[config.mk]
export PLATFORM = sky130hd
export DESIGN_NAME = rnd_harvester
export DESIGN_NICKNAME = d
export VERILOG_FILES = /design/src/rtl/rnd_harvester.sv
export SDC_FILE = /design/constraint.sdc
export NUM_CORES = 1
export LEC_CHECK = 0
export BUFFER_PORTS_ARGS = -buffer_cell sky130_fd_sc_hd__buf_2
export CAP_MARGIN = 5
export CORE_MARGIN = 10
export CORE_UTILIZATION = 55
export DETAILED_ROUTE_END_ITERATION = 10
export GPL_TIMING_DRIVEN = 0
export PLACE_DENSITY_LB_ADDON = 0.12
export SETUP_SLACK_MARGIN = 0.5
export SLEW_MARGIN = 30
export SYNTH_ARGS = -nofsm -noshare
export SYNTH_HDL_FRONTEND = slang
export SYNTH_SLANG_ARGS = --single-unit
[constraint.sdc]
create_clock -name clk -period 3.8 [get_ports clk]
set_clock_uncertainty 0.1 [all_clocks]
set_input_delay 0.57 -clock clk [delete_from_list [all_inputs] [get_ports clk]]
set_output_delay 0.57 -clock clk [all_outputs]
set_load 0.005 [all_outputs]
[src/rtl/rnd_harvester.sv]
// Entropy harvester: synchronizes a raw random bit, samples it periodically,
// debiases pairs with a Von Neumann extractor and packs the result into a byte FIFO.
module rnd_harvester #(
    parameter int SAMPLE_DIV = 4,
    parameter int FIFO_DEPTH = 4
) (
    input  logic                          clk,
    input  logic                          rst_n,
    input  logic                          raw_bit,
    input  logic                          en,
    output logic [7:0]                    out_data,
    output logic                          out_valid,
    input  logic                          out_ready,
    output logic [$clog2(FIFO_DEPTH):0]   fifo_level,
    output logic                          overflow,
    input  logic                          clr_ovf
);

    localparam int PTR_W = $clog2(FIFO_DEPTH);
    localparam int LVL_W = PTR_W + 1;

    typedef enum logic {
        IDLE       = 1'b0,
        HAVE_FIRST = 1'b1
    } vn_state_t;

    logic             sync_meta;
    logic             sync_bit;
    logic [7:0]       sample_cnt;
    logic             strobe;
    vn_state_t        state;
    logic             first;
    logic             emit;
    logic [7:0]       pack_reg;
    logic [2:0]       bit_cnt;
    logic             push;
    logic [7:0]       push_byte;
    logic [7:0]       mem [FIFO_DEPTH];
    logic [PTR_W-1:0] wr_ptr;
    logic [PTR_W-1:0] rd_ptr;
    logic [PTR_W-1:0] rd_next;
    logic             pop;
    logic             full;
    logic             wr_en;
    logic             drop;
    logic [LVL_W-1:0] level_after_pop;
    logic [LVL_W-1:0] level_next;
    logic [7:0]       head_next;

    // raw_bit is asynchronous to clk, so it only enters through two flops
    always_ff @(posedge clk or negedge rst_n) begin
        if (!rst_n) begin
            sync_meta <= 1'b0;
            sync_bit  <= 1'b0;
        end else begin
            sync_meta <= raw_bit;
            sync_bit  <= sync_meta;
        end
    end

    always_ff @(posedge clk or negedge rst_n) begin
        if (!rst_n) begin
            sample_cnt <= 8'd0;
        end else if (!en) begin
            sample_cnt <= 8'd0;
        end else if (sample_cnt == 8'(SAMPLE_DIV - 1)) begin
            sample_cnt <= 8'd0;
        end else begin
            sample_cnt <= sample_cnt + 8'd1;
        end
    end

    assign strobe = en && (sample_cnt == 8'(SAMPLE_DIV - 1));

    always_ff @(posedge clk or negedge rst_n) begin
        if (!rst_n) begin
            state <= IDLE;
            first <= 1'b0;
        end else if (!en) begin
            state <= IDLE;
        end else if (strobe) begin
            case (state)
                IDLE: begin
                    first <= sync_bit;
                    state <= HAVE_FIRST;
                end
                HAVE_FIRST: begin
                    state <= IDLE;
                end
                default: begin
                    state <= IDLE;
                end
            endcase
        end
    end

    // A differing pair yields its first sample; equal pairs yield nothing
    assign emit      = strobe && (state == HAVE_FIRST) && (sync_bit != first);
    assign push      = emit && (bit_cnt == 3'd7);
    assign push_byte = {first, pack_reg[7:1]};

    always_ff @(posedge clk or negedge rst_n) begin
        if (!rst_n) begin
            pack_reg <= 8'h00;
            bit_cnt  <= 3'd0;
        end else if (emit) begin
            pack_reg <= push_byte;
            bit_cnt  <= bit_cnt + 3'd1;
        end
    end

    always_comb begin
        pop             = out_valid && out_ready;
        full            = (fifo_level == LVL_W'(FIFO_DEPTH));
        wr_en           = push && (!full || pop);
        drop            = push && full && !pop;
        level_after_pop = fifo_level - LVL_W'(pop);
        level_next      = level_after_pop + LVL_W'(wr_en);
        rd_next         = rd_ptr + PTR_W'(pop);
        // When the FIFO drains to nothing this edge, the incoming byte becomes the head
        head_next       = (level_after_pop == '0) ? push_byte : mem[rd_next];
    end

    always_ff @(posedge clk) begin
        if (wr_en) begin
            mem[wr_ptr] <= push_byte;
        end
    end

    always_ff @(posedge clk or negedge rst_n) begin
        if (!rst_n) begin
            wr_ptr     <= '0;
            rd_ptr     <= '0;
            fifo_level <= '0;
            out_valid  <= 1'b0;
            out_data   <= 8'h00;
            overflow   <= 1'b0;
        end else begin
            wr_ptr     <= wr_ptr + PTR_W'(wr_en);
            rd_ptr     <= rd_next;
            fifo_level <= level_next;
            out_valid  <= (level_next != '0);
            if (level_next != '0) begin
                out_data <= head_next;
            end
            if (drop) begin
                overflow <= 1'b1;
            end else if (clr_ovf) begin
                overflow <= 1'b0;
            end
        end
    end

endmodule

# Yosys cells after proc, flatten, opt, wreduce, memory -nomap -nowiden
# Memory sizes are Yosys's and may differ from the RTL's.
# Cells that the tools add are included.
[classes]
add_sub_neg = 6
magnitude_cmp = 0
shift = 0
div_mod_pow = 0
reduce_logical = 15
n_mux = 10
n_mul = 0
bitwise = 1
n_eq_ne = 5
[ops]
columns = ["operator", "count"]
rows = [
  ["$mux 8", 3],
  ["$add 8x1->8 const B", 1],
  ["$eq 8x2->1 const B", 1],
  ["$logic_and 1x1->1", 8],
  ["$eq 3x3->1 const B", 2],
  ["$mux 1", 6],
  ["$add 2x1->2", 2],
  ["$add 3x1->3", 1],
  ["$add 3x1->3 const B", 1],
  ["$logic_not 3->1", 1],
  ["$reduce_and 3->1", 1],
  ["$reduce_bool 3->1", 1],
  ["$sub 3x1->3", 1],
  ["$logic_not 1->1", 2],
  ["$ne 2x1->1 const B", 1],
  ["$pmux 1 s2", 1],
  ["$reduce_bool 2->1", 1],
  ["$logic_or 1x1->1", 1],
  ["$ne 1x1->1", 1],
  ["$not 1->1", 1],
]
[totals]
reg_bits = 40
mem_bits_rw = 32
input_bits = 6
out_inout_bits = 13
word_cells = 51
n_memories = 1
mem_bits_ro = 0
latchBits = 0
[memory_table]
columns = ["name", "depth", "word_bits", "rd", "rd_clocked_by_memory_dff", "write_ports", "line_no", "rtl"]
rows = [
  ["mem", 4, 8, 1, 0, 1, "38", "logic [7:0] mem [FIFO_DEPTH];"],
]

# Logic depth before layout (Yosys ltp)
# Gate-level depths: netlist of run 1.
[logic_depth]
ltp_word = 8
depth_mapped = 12
mapped_depth_nobuf = 12

# Least setup slack after synthesis of run 1
# Ideal clock, no wire load.
[synth_path]
kind = "reg-to-reg"
start = "reg sample_cnt[5]"
end = "reg out_data[0]"
required_time_ns = 3.578
setup_time_ns = 0.122
n_path_buf = 0
stages_incl_launch_ff = 12
slack_ns = 0.890
synth_period_minus_slack_ns = 2.910
arrival_ns = 2.687
path_cell_list = "dfrtp_1 -> or4_4 -> nor4_1 -> nand3_1 -> inv_1 -> ha_1 -> ha_1 -> xor3_1 -> nor3_2 -> clkinv_1 -> nor2_1 -> a21oi_1"
[synth_via]
elab_chain_cells = 8
[synth_lines]
columns = ["item", "line_no", "rtl"]
rows = [
  ["from (decl)", "29", "logic [7:0] sample_cnt;"],
  ["from (signal assigned)", "69", "sample_cnt <= sample_cnt + 8'd1;"],
  ["$eq 8x2->1", "73", "assign strobe = en && (sample_cnt == 8'(SAMPLE_DIV - 1));"],
  ["$logic_and 1x1->1", "73", ""],
  ["$logic_and 1x1->1 (2 in series)", "98", "assign emit = strobe && (state == HAVE_FIRST) && (sync_bit != first);"],
  ["$logic_and 1x1->1", "99", "assign push = emit && (bit_cnt == 3'd7);"],
  ["$logic_and 1x1->1", "115", "wr_en = push && (!full || pop);"],
  ["$add 3x1->3", "118", "level_next = level_after_pop + LVL_W'(wr_en);"],
  ["via level_next[2]", "47", "logic [LVL_W-1:0] level_next;"],
  ["$reduce_bool 3->1", "143", "if (level_next != '0) begin"],
  ["to (signal assigned)", "144", "out_data <= head_next;"],
  ["to (decl)", "11", "output logic [7:0] out_data,"],
]
# The timed path passes the listed nets, and every way through them passes these cells.
# A chain may end at the register's enable or synchronous reset.

# Worst setup path after layout of run 1
[layout_path]
start = "reg sample_cnt[5]"
end = "reg out_data[5]"
# The elaborated chain is that of the path after synthesis.

==> flow_metrics.env, run 1 <==
export IMPL_status="complete, no violations"
export IMPL_most_common_layout_cells="39 x dfrtp_1, 32 x edfxtp_1, 17 x a21oi_1, 17 x buf_2, 15 x nor2_1"
export IMPL_worstSetupEndpointType="flip-flop"
export IMPL_critical_path_class="flip-flop to flip-flop"
export IMPL_io_pins=19
export IMPL_path_common_cell="ha_1"
export IMPL_relSlewSlack=0.490
export IMPL_slew_violations=0
export IMPL_slowest_delay_ns=0.56
export IMPL_routed_via_density=5.43
export IMPL_ys_seq_area_frac=0.666
export IMPL_cts_sinks=71
export IMPL_detailedRoute_firstIterationViolations=138
export IMPL_vias=1630
export IMPL_synth_nets=206
export IMPL_wl_per_cell_um=18.1
export IMPL_post_route_period_util=0.803
export IMPL_max_freq_mhz=328
export IMPL_layout_commonest_cell="dfrtp_1"
export IMPL_gp_congestion=0.736
export IMPL_htreeDepth=3
export IMPL_rsz0062_at_grt="false"
export IMPL_worst_endpoint_required_ns=3.93
export IMPL_arrival_ns=3.18
export IMPL_p_total_w=0.00225
export IMPL_grt_pass1_vias=1745
export IMPL_coreArea_mm2=0.00511
export IMPL_maxCapViolations=0
export IMPL_p_per_area_mw_per_mm2=659
export IMPL_drive_gt1_frac=0.291
export IMPL_r2r_setup_slack_ns=0.75
export IMPL_cts_max_path_buffers=2
export IMPL_reg_top3="mem x32, out_data x8, sample_cnt x8"
export IMPL_synthesis_area_mm2=0.00291
export IMPL_synth_compound_area_frac=0.0366
export IMPL_cts_tree="done"
export IMPL_yosys_warnings=0
export IMPL_finalSetupViolations=0
export IMPL_stdcell_count=300
export IMPL_pre_cts_slack_ns=-0.0276
export IMPL_gr_total_overflow=0
export IMPL_largest_reg_flops=32
export IMPL_worstPathMaxFanout=9
export IMPL_ir_worst_vdd_v=0.000461
export IMPL_synth_seq_cells=71
export IMPL_timing_setup_tns_ns=0
export IMPL_min_period_ns=3.05
export IMPL_die_area_mm2=0.00859
export IMPL_hold_viol=0
export IMPL_synth_simple_gate_area_frac=0.0891
export IMPL_drtPass1Iterations=4
export IMPL_synth_top_family_by_area="multiplexers"
export IMPL_port_buffers=18
export IMPL_drc_errors=0
export IMPL_nets=240
export IMPL_path_cells="or4_4 > nor4_2 > nand3_1 > inv_1 > ha_1 > ha_1 > xor3_1 > nor3_4 > clkinv_2 > nor2_1 > a21oi_1"
export IMPL_hp_class="input port to async pin"
export IMPL_synth_mux_area_frac=0.111
export IMPL_synthAdderAreaFrac=0.0387
export IMPL_row_count=26
export IMPL_syn2layout_area_growth_pct=17.2
export IMPL_dp_cells=281
export IMPL_grt_usage=0.139
export IMPL_crit_path_start_kind="flip-flop"
export IMPL_clkLatencyLatePin_ns=0.35
export IMPL_synth_distinct_cells=30
export IMPL_cts_root_buffer="clkbuf_8"
export IMPL_start_util=0.569
export IMPL_top_register="mem"
export IMPL_ant_nets=0
export IMPL_numCtsBuffers=9
export IMPL_synth_xor_area_share=0.0413
export IMPL_p_leak_nw=1.49
export IMPL_wl_mm=5.43
export IMPL_cp_slowest_cell="or4_4"
export IMPL_die_h_um=92.7
export IMPL_die_x_um=92.7
export IMPL_syn_inst=191
export IMPL_worst_pin_slew_ns=0.760
export IMPL_dpl_hpwl_mm=3.52
export IMPL_antenna_found_initial=0
export IMPL_grt_pass1_wl_mm=9.09
export IMPL_grt_max_degree=40
export IMPL_syn_avg_cell_area_um2=15.2
export IMPL_worst_slack_ns=0.749
export IMPL_diodes=0
export IMPL_clk_pin_slew_worst_paths_ns=0.07
critical path, delay by kind of cell, from the launching register on:
family	cells	cell delay (ns)
simple gates	5	1.42
flops	1	0.41
buf+inv	2	0.34
fa+ha+maj	2	0.32
xor+xnor	1	0.28
compound gates	1	0.06
cells in the mapped netlist, drive strengths merged:
library cell	instances	share of area
a21boi	1	0.0026
o22ai	1	0.0022
a21oi	17	0.029
clkinv	1	0.0013
edfxtp	32	0.33
buf	3	0.0065
or3	1	0.0039
ha	9	0.039
xnor2	3	0.0090
mux4	8	0.062
inv	7	0.0090
nand3	8	0.014
a211oi	1	0.0026
and2	2	0.0043
nand2	9	0.012
mux2	10	0.049
or2	1	0.0030
nor3b	2	0.0052
nor2	15	0.019
nand2b	2	0.0043
xor2	8	0.024
nor4	1	0.0022
nor3	3	0.0069
xor3	1	0.0082
and3	5	0.011
or4	1	0.0039
dfrtp	39	0.34
worst paths after layout:
check | startpoint | end | cells after the start
worst max-delay path | sample_cnt[5]$_DFF_PN0_ | out_data[5]$_DFFE_PN0P_ | 11
worst min-delay path | rst_n | bit_cnt[0]$_DFFE_PN0P_ | 1
worst max register to register | sample_cnt[5]$_DFF_PN0_ | out_data[5]$_DFFE_PN0P_ | 11
worst min register to register | sync_meta$_DFF_PN0_ | sync_bit$_DFF_PN0_ | 0
max in group asynchronous | rst_n | out_data[5]$_DFFE_PN0P_ | 1
min in group clk | raw_bit | sync_meta$_DFF_PN0_ | 1
layout make-up:
class | instances | area (um2)
clock buffer | 11 | 141
multi-input combinational | 109 | 956
tap | 70 | 87.6
inverter | 8 | 31.3
buffer | 3 | 18.8
timing repair buffer | 23 | 130
sequential | 71 | 1940
clock inverter | 5 | 105
fill | 400 | 1700
cells by family (layout without fill, tap and decap cells):
| group | count (synthesis) | count (layout) |
|---|---|---|
| AO/OA/AOI/OAI | 20 | 20 |
| XOR/XNOR | 12 | 12 |
| flip-flops | 71 | 71 |
| adder cells (fa/ha/maj) | 9 | 9 |
| buffers and inverters | 11 | 50 |
| AND/OR/NAND/NOR | 50 | 50 |
| multiplexers | 18 | 18 |
per-layer routing:
layer / track usage / vias to the layer above / wire length (um)
met2: 0.201 / 39 / 2510
met1: 0.185 / 815 / 2510
met3: 0.0484 / 12 / 299
li1: - / 764 / -
met4: 0.0617 / 0 / 113
met5: 0 / - / 0
through the flow:
| stage | hold WS, ns | util | instance area (um2) |
|---|---|---|---|
| final | 0.0900 | 0.667 | 3410 |
| after global routing | 0.122 | 0.667 | 3410 |
| after CTS | 0.218 | 0.661 | 3380 |
| after detailed placement | 0.241 | 0.610 | 3110 |
| after global placement | 0.242 | 0.604 | 3080 |
| after floorplan | 0.174 | - | 2910 |
report_power, final:
part / total (W) / internal [W] / switching (W)
Clock: 0.000728 / 0.000454 / 0.000274
Sequential: 0.000941 / 0.000884 / 0.0000571
Combinational: 0.000578 / 0.000243 / 0.000334
repair_timing:
item,CTS,global route
setup endpoints to repair,9,8
buffers inserted,1,2
cloned,0,0
pin swaps,1,1
gates resized for setup,2,1
hold buffers,0,0
No activity file was read; power rests on OpenSTA's default activity.
==> run 2: changes to the inputs <==
--- a/config.mk
+++ b/config.mk
@@ -5,6 +5,7 @@
 export SDC_FILE = /design/constraint.sdc
 export NUM_CORES = 1
 export LEC_CHECK = 0
+export ABC_AREA = 1
 export BUFFER_PORTS_ARGS = -buffer_cell sky130_fd_sc_hd__buf_2
 export CAP_MARGIN = 5
 export CORE_MARGIN = 10
==> constraint.sdc (replaced) <==
create_clock -name clk -period 3.2 [get_ports clk]
set_clock_uncertainty 0.1 [all_clocks]
set_input_delay 0.48 -clock clk [delete_from_list [all_inputs] [get_ports clk]]
set_output_delay 0.48 -clock clk [all_outputs]
set_load 0.005 [all_outputs]
==> run 2 against run 1 <==
Against the previous run: the flow now finishes with violations (negative hold slack); area after synthesis grew 8.7%; sequential share of layout area shrank 3.1 points; largest cell class unchanged; non-clock buffer count is 2 lower; clock power rose by 5.8%; register-to-register slack better by 0.04 ns; combinational power is 62% higher; synthesized cell count increased by 75%; routed wire length is 3.0% higher; final cell count rose by 47%; die area rose by 6.8%.
==> flow_metrics.env, run 2 <==
export IMPL_status="complete, but fails checks"
export IMPL_failed_checks="negative hold slack"
export IMPL_yosys_top_cells_area="dfrtp_1 31%, edfxtp_1 30%, nand2_1 18%, inv_1 3.9%, ha_1 3.6%"
export IMPL_wl_met3_um=236
export IMPL_path_depth=13
export IMPL_synth_enable_flop_cells=32
export IMPL_yosysMostFrequentCell="nand2_1"
export IMPL_critical_path_class="flip-flop to flip-flop"
export IMPL_hp_class="input port to async pin"
export IMPL_ant_nets=0
export IMPL_hold_viol=3
export IMPL_top_layer="met4"
export IMPL_path_cells="nand2_1 > nand2_1 > nor2_2 > nand4_4 > nor2_2 > ha_1 > ha_1 > inv_1 > nand2_1 > and2_1 > buf_2 > nand3_1 > nand2_1"
export IMPL_drive_gt1_frac=0.168
export IMPL_port_buffers=18
export IMPL_die_h_um=95.8
export IMPL_io_pins=19
export IMPL_post_route_period_util=0.753
export IMPL_top_register="mem"
export IMPL_worst_endpoint_required_ns=3.38
export IMPL_reg2regPathDepth=13
export IMPL_drc_errors=0
export IMPL_wl_per_cell_um=12.7
export IMPL_slowest_delay_ns=0.49
export IMPL_synthArstFlopShare=0.549
export IMPL_p_per_area_mw_per_mm2=788
export IMPL_start_util=0.570
export IMPL_ctsHoldBuffers=0
export IMPL_ir_worst_vdd_v=0.000486
export IMPL_p_leak_nw=1.78
export IMPL_min_period_ns=2.41
export IMPL_cts_max_path_buffers=2
export IMPL_grt_pass1_wl_mm=9.40
export IMPL_coreArea_mm2=0.00554
export IMPL_vias=2134
export IMPL_die_x_um=95.8
export IMPL_most_common_layout_cells="152 x nand2_1, 39 x dfrtp_1, 33 x inv_1"
export IMPL_yosys_warnings=0
export IMPL_clkLatencyLatePin_ns=0.34
export IMPL_slew_violations=0
export IMPL_path_common_cell="nand2_1"
export IMPL_nets=380
export IMPL_fillers=470
export IMPL_worstSetupEndpointType="flip-flop"
export IMPL_synthesis_area_mm2=0.00316
export IMPL_synthFlopType="dfrtp_1"
export IMPL_yosysTopAreaCellShare=0.309
export IMPL_synth_seq_cells=71
export IMPL_yosys_area_top_type="dfrtp_1"
export IMPL_maxCapViolations=0
export IMPL_dpl_hpwl_mm=3.97
export IMPL_ys_seq_area_frac=0.613
export IMPL_m1WireLength_mm=2.49
export IMPL_syn2layout_area_growth_pct=14.1
export IMPL_numCtsBuffers=9
export IMPL_worstPathMaxFanout=9
export IMPL_cts_sinks=71
export IMPL_wl_mm=5.59
export IMPL_hold_worst_slack_ns=-0.00487
export IMPL_routed_via_density=4.83
export IMPL_crit_buf_inv=2
export IMPL_largest_reg_flops=32
export IMPL_gr_total_overflow=0
export IMPL_max_freq_mhz=415
export IMPL_diodes=0
export IMPL_detailedRoute_firstIterationViolations=78
export IMPL_drtPass1Iterations=4
export IMPL_synth_nets=350
export IMPL_grt_usage=0.131
export IMPL_syn_inst=335
export IMPL_rsz0062_at_grt="false"
export IMPL_reg_top3="mem x32, out_data x8, sample_cnt x8"
export IMPL_relSlewSlack=0.547
export IMPL_finalSetupViolations=0
export IMPL_timing_setup_tns_ns=0
export IMPL_arrival_ns=2.58
export IMPL_crit_path_start_kind="flip-flop"
export IMPL_cp_slowest_cell="dfrtp_1"
export IMPL_synth_distinct_cells=25
export IMPL_wl_met2_mm=2.82
export IMPL_grt_max_degree=40
export IMPL_grt_pass1_vias=2065
export IMPL_row_count=27
export IMPL_cts_tree="done"
export IMPL_die_area_mm2=0.00918
export IMPL_path_delay_family="simple AND/OR/NAND/NOR gates"
export IMPL_clk_pin_slew_worst_paths_ns=0.07
export IMPL_worst_pin_slew_ns=0.675
export IMPL_layout_commonest_cell="nand2_1"
export IMPL_cts_root_buffer="clkbuf_8"
export IMPL_gp_congestion=0.735
export IMPL_syn_avg_cell_area_um2=9.43
export IMPL_antenna_found_initial=0
export IMPL_synth_commonest_cells="152 x nand2_1, 39 x dfrtp_1, 33 x inv_1"
export IMPL_htreeDepth=3
-- run 2: routing by layer --
metal | global-route usage | vias to the layer above
met5 | 0 | -
met4 | 0.0479 | 0
met3 | 0.0374 | 5
met2 | 0.229 | 27
met1 | 0.149 | 981
li1 | - | 1121
-- run 2: area by class of cell --
type,count,area [um2],area share
Buffer,5,33.8,0.00937
Clock buffer,10,128,0.0354
Clock inverter,6,86.3,0.0239
Inverter,34,128,0.0354
Multi-Input combinational cell,225,1100,0.306
Sequential cell,71,1940,0.537
Tap cell,72,90.1,0.0250
Timing Repair Buffer,19,100,0.0278
-- run 2: through the flow --
step	power, W	utilization	instances	instance area [um2]	setup slack, ns
2_1_floorplan	0.00180	-	335	3160	0.849
3_3_place_gp	0.00203	0.603	425	3340	0.400
3_5_place_dp	0.00207	0.607	425	3360	0.259
4_1_cts	0.00286	0.647	441	3590	0.551
5_1_grt	0.00306	0.651	442	3610	0.542
6_report	0.00284	0.651	442	3610	0.791
-- run 2: repair_timing --
| item | CTS | global route |
|---|---|---|
| gates cloned | 0 | 0 |
| setup endpoints to repair | 9 | 9 |
| buffers inserted | 0 | 1 |
| pin swaps | 0 | 1 |
| gates resized for setup | 3 | 1 |
-- run 2: worst paths after layout --
check,from,slack (ns),endpoint
worst min register to register,sync_meta$_DFF_PN0_,0.26,sync_bit$_DFF_PN0_
min in group clk,raw_bit,0.15,sync_meta$_DFF_PN0_
worst max-delay path,first$_DFFE_PN0P_,0.79,out_data[4]$_DFFE_PN0P_
max in group asynchronous,rst_n,2.64,pack_reg[6]$_DFFE_PN0P_
worst max register to register,first$_DFFE_PN0P_,0.79,out_data[4]$_DFFE_PN0P_
worst min-delay path,rst_n,-0.005,out_data[0]$_DFFE_PN0P_
-- run 2: cells by family after synthesis --
kind of cell	count (synthesis)	share of synthesized area
DFF	71	0.613
AOI/OAI and AO/OA	12	0.0297
and+or+nand+nor	201	0.262
adders and majority gates	9	0.0356
xor gates and xnor gates	3	0.00832
buffers and inverters	39	0.0511
-- run 2: where the power goes --
part	total, W	switching [W]	leakage [nW]	internal [W]
registers	0.00114	0.0000697	0.814	0.00107
clock network	0.000770	0.000333	0.106	0.000438
logic	0.000934	0.000604	0.858	0.000330
total	0.00284	0.00101	1.78	0.00183
-- run 2: worst reg2reg max path, delay by kind of cell (launching register included) --
family	cells	cell delay (ns)
flip-flops	1	0.49
adder cells (fa/ha/maj)	2	0.35
buffers and inverters	2	0.23
AND/OR/NAND/NOR	9	1.18
==> run 3: changes to the inputs <==
==> constraint.sdc (replaced) <==
create_clock -name clk -period 2.5 [get_ports clk]
set_clock_uncertainty 0.1 [all_clocks]
set_input_delay 0.375 -clock clk [delete_from_list [all_inputs] [get_ports clk]]
set_output_delay 0.375 -clock clk [all_outputs]
set_load 0.005 [all_outputs]
==> run 3 against run 2 <==
Against the previous run: the flow now finishes without violations; die area did not move; sequential share of layout area shrank 4.0 points; core utilization increased by 5.4 points; design area is 8.2% higher; non-clock buffer count grew 18; maximum frequency rose by 16%; combinational power rose by 55%; register-to-register slack got worse by 0.37 ns.
==> flow_metrics.env, run 3 (synthesis gave the netlist of run 2 again) <==
export IMPL_cts_max_path_buffers=2
export IMPL_rsz0062_at_grt="true"
export IMPL_hold_viol=0
export IMPL_grt_usage=0.138
export IMPL_grt_max_degree=40
export IMPL_crit_buf_inv=1
export IMPL_relSlewSlack=0.657
export IMPL_arrival_ns=2.26
export IMPL_crit_path_start="sample_cnt[2]$_DFF_PN0_"
export IMPL_cp_slowest_cell="dfrtp_1"
export IMPL_die_h_um=95.8
export IMPL_detailedRoute_firstIterationViolations=100
export IMPL_crit_path_start_kind="flip-flop"
export IMPL_cts_root_buffer="clkbuf_8"
export IMPL_wl_mm=5.92
export IMPL_clk_pin_slew_worst_paths_ns=0.07
export IMPL_cts_tree="done"
export IMPL_finalSetupViolations=0
export IMPL_largest_reg_flops=32
export IMPL_path_depth=11
export IMPL_p_leak_nw=1.87
export IMPL_die_x_um=95.8
export IMPL_reg_top3="mem x32, out_data x8, sample_cnt x8"
export IMPL_fin_util=0.704
export IMPL_drive_gt1_frac=0.254
export IMPL_numCtsBuffers=9
export IMPL_pre_cts_slack_ns=0.0897
export IMPL_most_common_layout_cells="146 x nand2_1, 38 x dfrtp_1, 32 x edfxtp_1"
export IMPL_port_buffers=18
export IMPL_critical_path_class="flip-flop to flip-flop"
export IMPL_row_count=27
export IMPL_min_period_ns=2.08
export IMPL_antenna_found_initial=0
export IMPL_ant_nets=0
export IMPL_path_common_cell="nor2_4"
export IMPL_worst_slack_ns=0.418
export IMPL_path_delay_family="simple AND/OR/NAND/NOR gates"
export IMPL_layout_commonest_cell="nand2_1"
export IMPL_dpl_hpwl_mm=3.84
export IMPL_nets=399
export IMPL_diodes=0
export IMPL_maxCapViolations=0
export IMPL_worstPathMaxFanout=8
export IMPL_io_pins=19
export IMPL_max_freq_mhz=480
export IMPL_clkLatencyLatePin_ns=0.35
export IMPL_rr_endpoint="out_data[5]$_DFFE_PN0P_"
export IMPL_worst_endpoint_required_ns=2.68
export IMPL_ir_worst_vdd_v=0.000700
export IMPL_worstSetupEndpointType="flip-flop"
export IMPL_drc_errors=0
export IMPL_syn2layout_area_growth_pct=23.5
export IMPL_hp_class="input port to flip-flop"
export IMPL_vias=2247
export IMPL_slowest_delay_ns=0.42
export IMPL_grt_pass1_wl_mm=9.78
export IMPL_r2r_setup_slack_ns=0.42
export IMPL_reg2regPathDepth=11
export IMPL_timing_setup_tns_ns=0
export IMPL_gp_congestion=0.774
export IMPL_path_cells="nor2_1 > nand2_2 > nor2_4 > nand4_4 > nor2_4 > ha_4 > ha_4 > nor2_4 > buf_6 > nand3_1 > nand2_1"
export IMPL_wl_per_cell_um=12.8
export IMPL_gr_total_overflow=0
export IMPL_r2r_start="sample_cnt[2]$_DFF_PN0_"
export IMPL_place_area_mm2=0.00342
export IMPL_cp_endpoint="out_data[5]$_DFFE_PN0P_"
export IMPL_die_area_mm2=0.00918
export IMPL_coreArea_mm2=0.00554
export IMPL_cts_sinks=71
export IMPL_post_route_period_util=0.833
export IMPL_status="complete, no violations"
export IMPL_routed_via_density=4.87
export IMPL_worst_pin_slew_ns=0.514
export IMPL_p_total_w=0.00379
export IMPL_start_util=0.570
export IMPL_grt_pass1_vias=2099
export IMPL_postLayoutCellArea_mm2=0.00390
export IMPL_htreeDepth=3
export IMPL_top_register="mem"
export IMPL_drtPass1Iterations=4
export IMPL_p_per_area_mw_per_mm2=971
export IMPL_slew_violations=0
## run 3: cell count changes in the layout (fill, tap and decap cells not counted), moves of 3 or more
cell / delta
inv_2: +4
buf_4: +11
nand2_1: -6
ha_1: -5
nand3_1: -3
nor3_2: -4
inv_1: -4
nor3_4: +4
nand2_2: +6
ha_4: +3
buf_6: +5
## run 3: power breakdown
part           internal [W]  switching [W]
sequential          0.00137      0.0000842
combinational      0.000575       0.000872
clock              0.000484       0.000409
total               0.00242        0.00137
## run 3: routing by layer
metal  global-route usage  part of all wire  up-vias  wire length [um]
met4               0.0774             0.017        0               100
li1                     -                 -     1163                 -
met3               0.0397             0.050       10               297
met1                0.167              0.44     1042              2580
met2                0.219              0.50       32              2940
met5                    0                 0        -                 0
## run 3: worst reg2reg max path, delay by kind of cell, from the launching register on
kind                     cells  cell delay [ns]
buffers and inverters        1             0.17
adder cells (fa/ha/maj)      2             0.35
flip-flops                   1             0.42
AND/OR/NAND/NOR              8             0.99
## run 3: worst min-delay path by stage
stage,to,cells after the start,start
2_1_floorplan,bit_cnt[0]$_DFFE_PN0P_,0,rst_n
3_3_place_gp,sync_bit$_DFF_PN0_,0,sync_meta$_DFF_PN0_
3_5_place_dp,sync_bit$_DFF_PN0_,0,sync_meta$_DFF_PN0_
4_1_cts,sync_meta$_DFF_PN0_,1,raw_bit
5_1_grt,sync_meta$_DFF_PN0_,1,raw_bit
6_report,sync_meta$_DFF_PN0_,1,raw_bit
## run 3: final cells by class
| cell class | instances | area, um2 |
|---|---|---|
| clock buffers | 12 | 145 |
| multi-input cells | 226 | 1240 |
| fillers | 403 | 1640 |
| inverters | 34 | 128 |
| well taps | 72 | 90.1 |
| clock inverters | 4 | 45.0 |
| repair buffers | 37 | 278 |
| plain buffers | 5 | 40.0 |
| flip-flops and latches | 71 | 1940 |
## run 3: metrics by stage
step | hold slack (ns) | cells
floorplan | -0.0206 | 335
finish | 0.0361 | 461
detailed placement | 0.239 | 425
CTS | 0.0247 | 452
global route | 0.0168 | 461
global placement | 0.234 | 425
## run 3: repair_timing
action / in CTS / in global routing
hold endpoints to repair: 0 / 39
cloned: 1 / 1
endpoints found under the setup margin: 42 / 25
resized for setup: 17 / 12
buffers inserted: 10 / 7
pin swaps: 12 / 10
hold buffers: 0 / 1
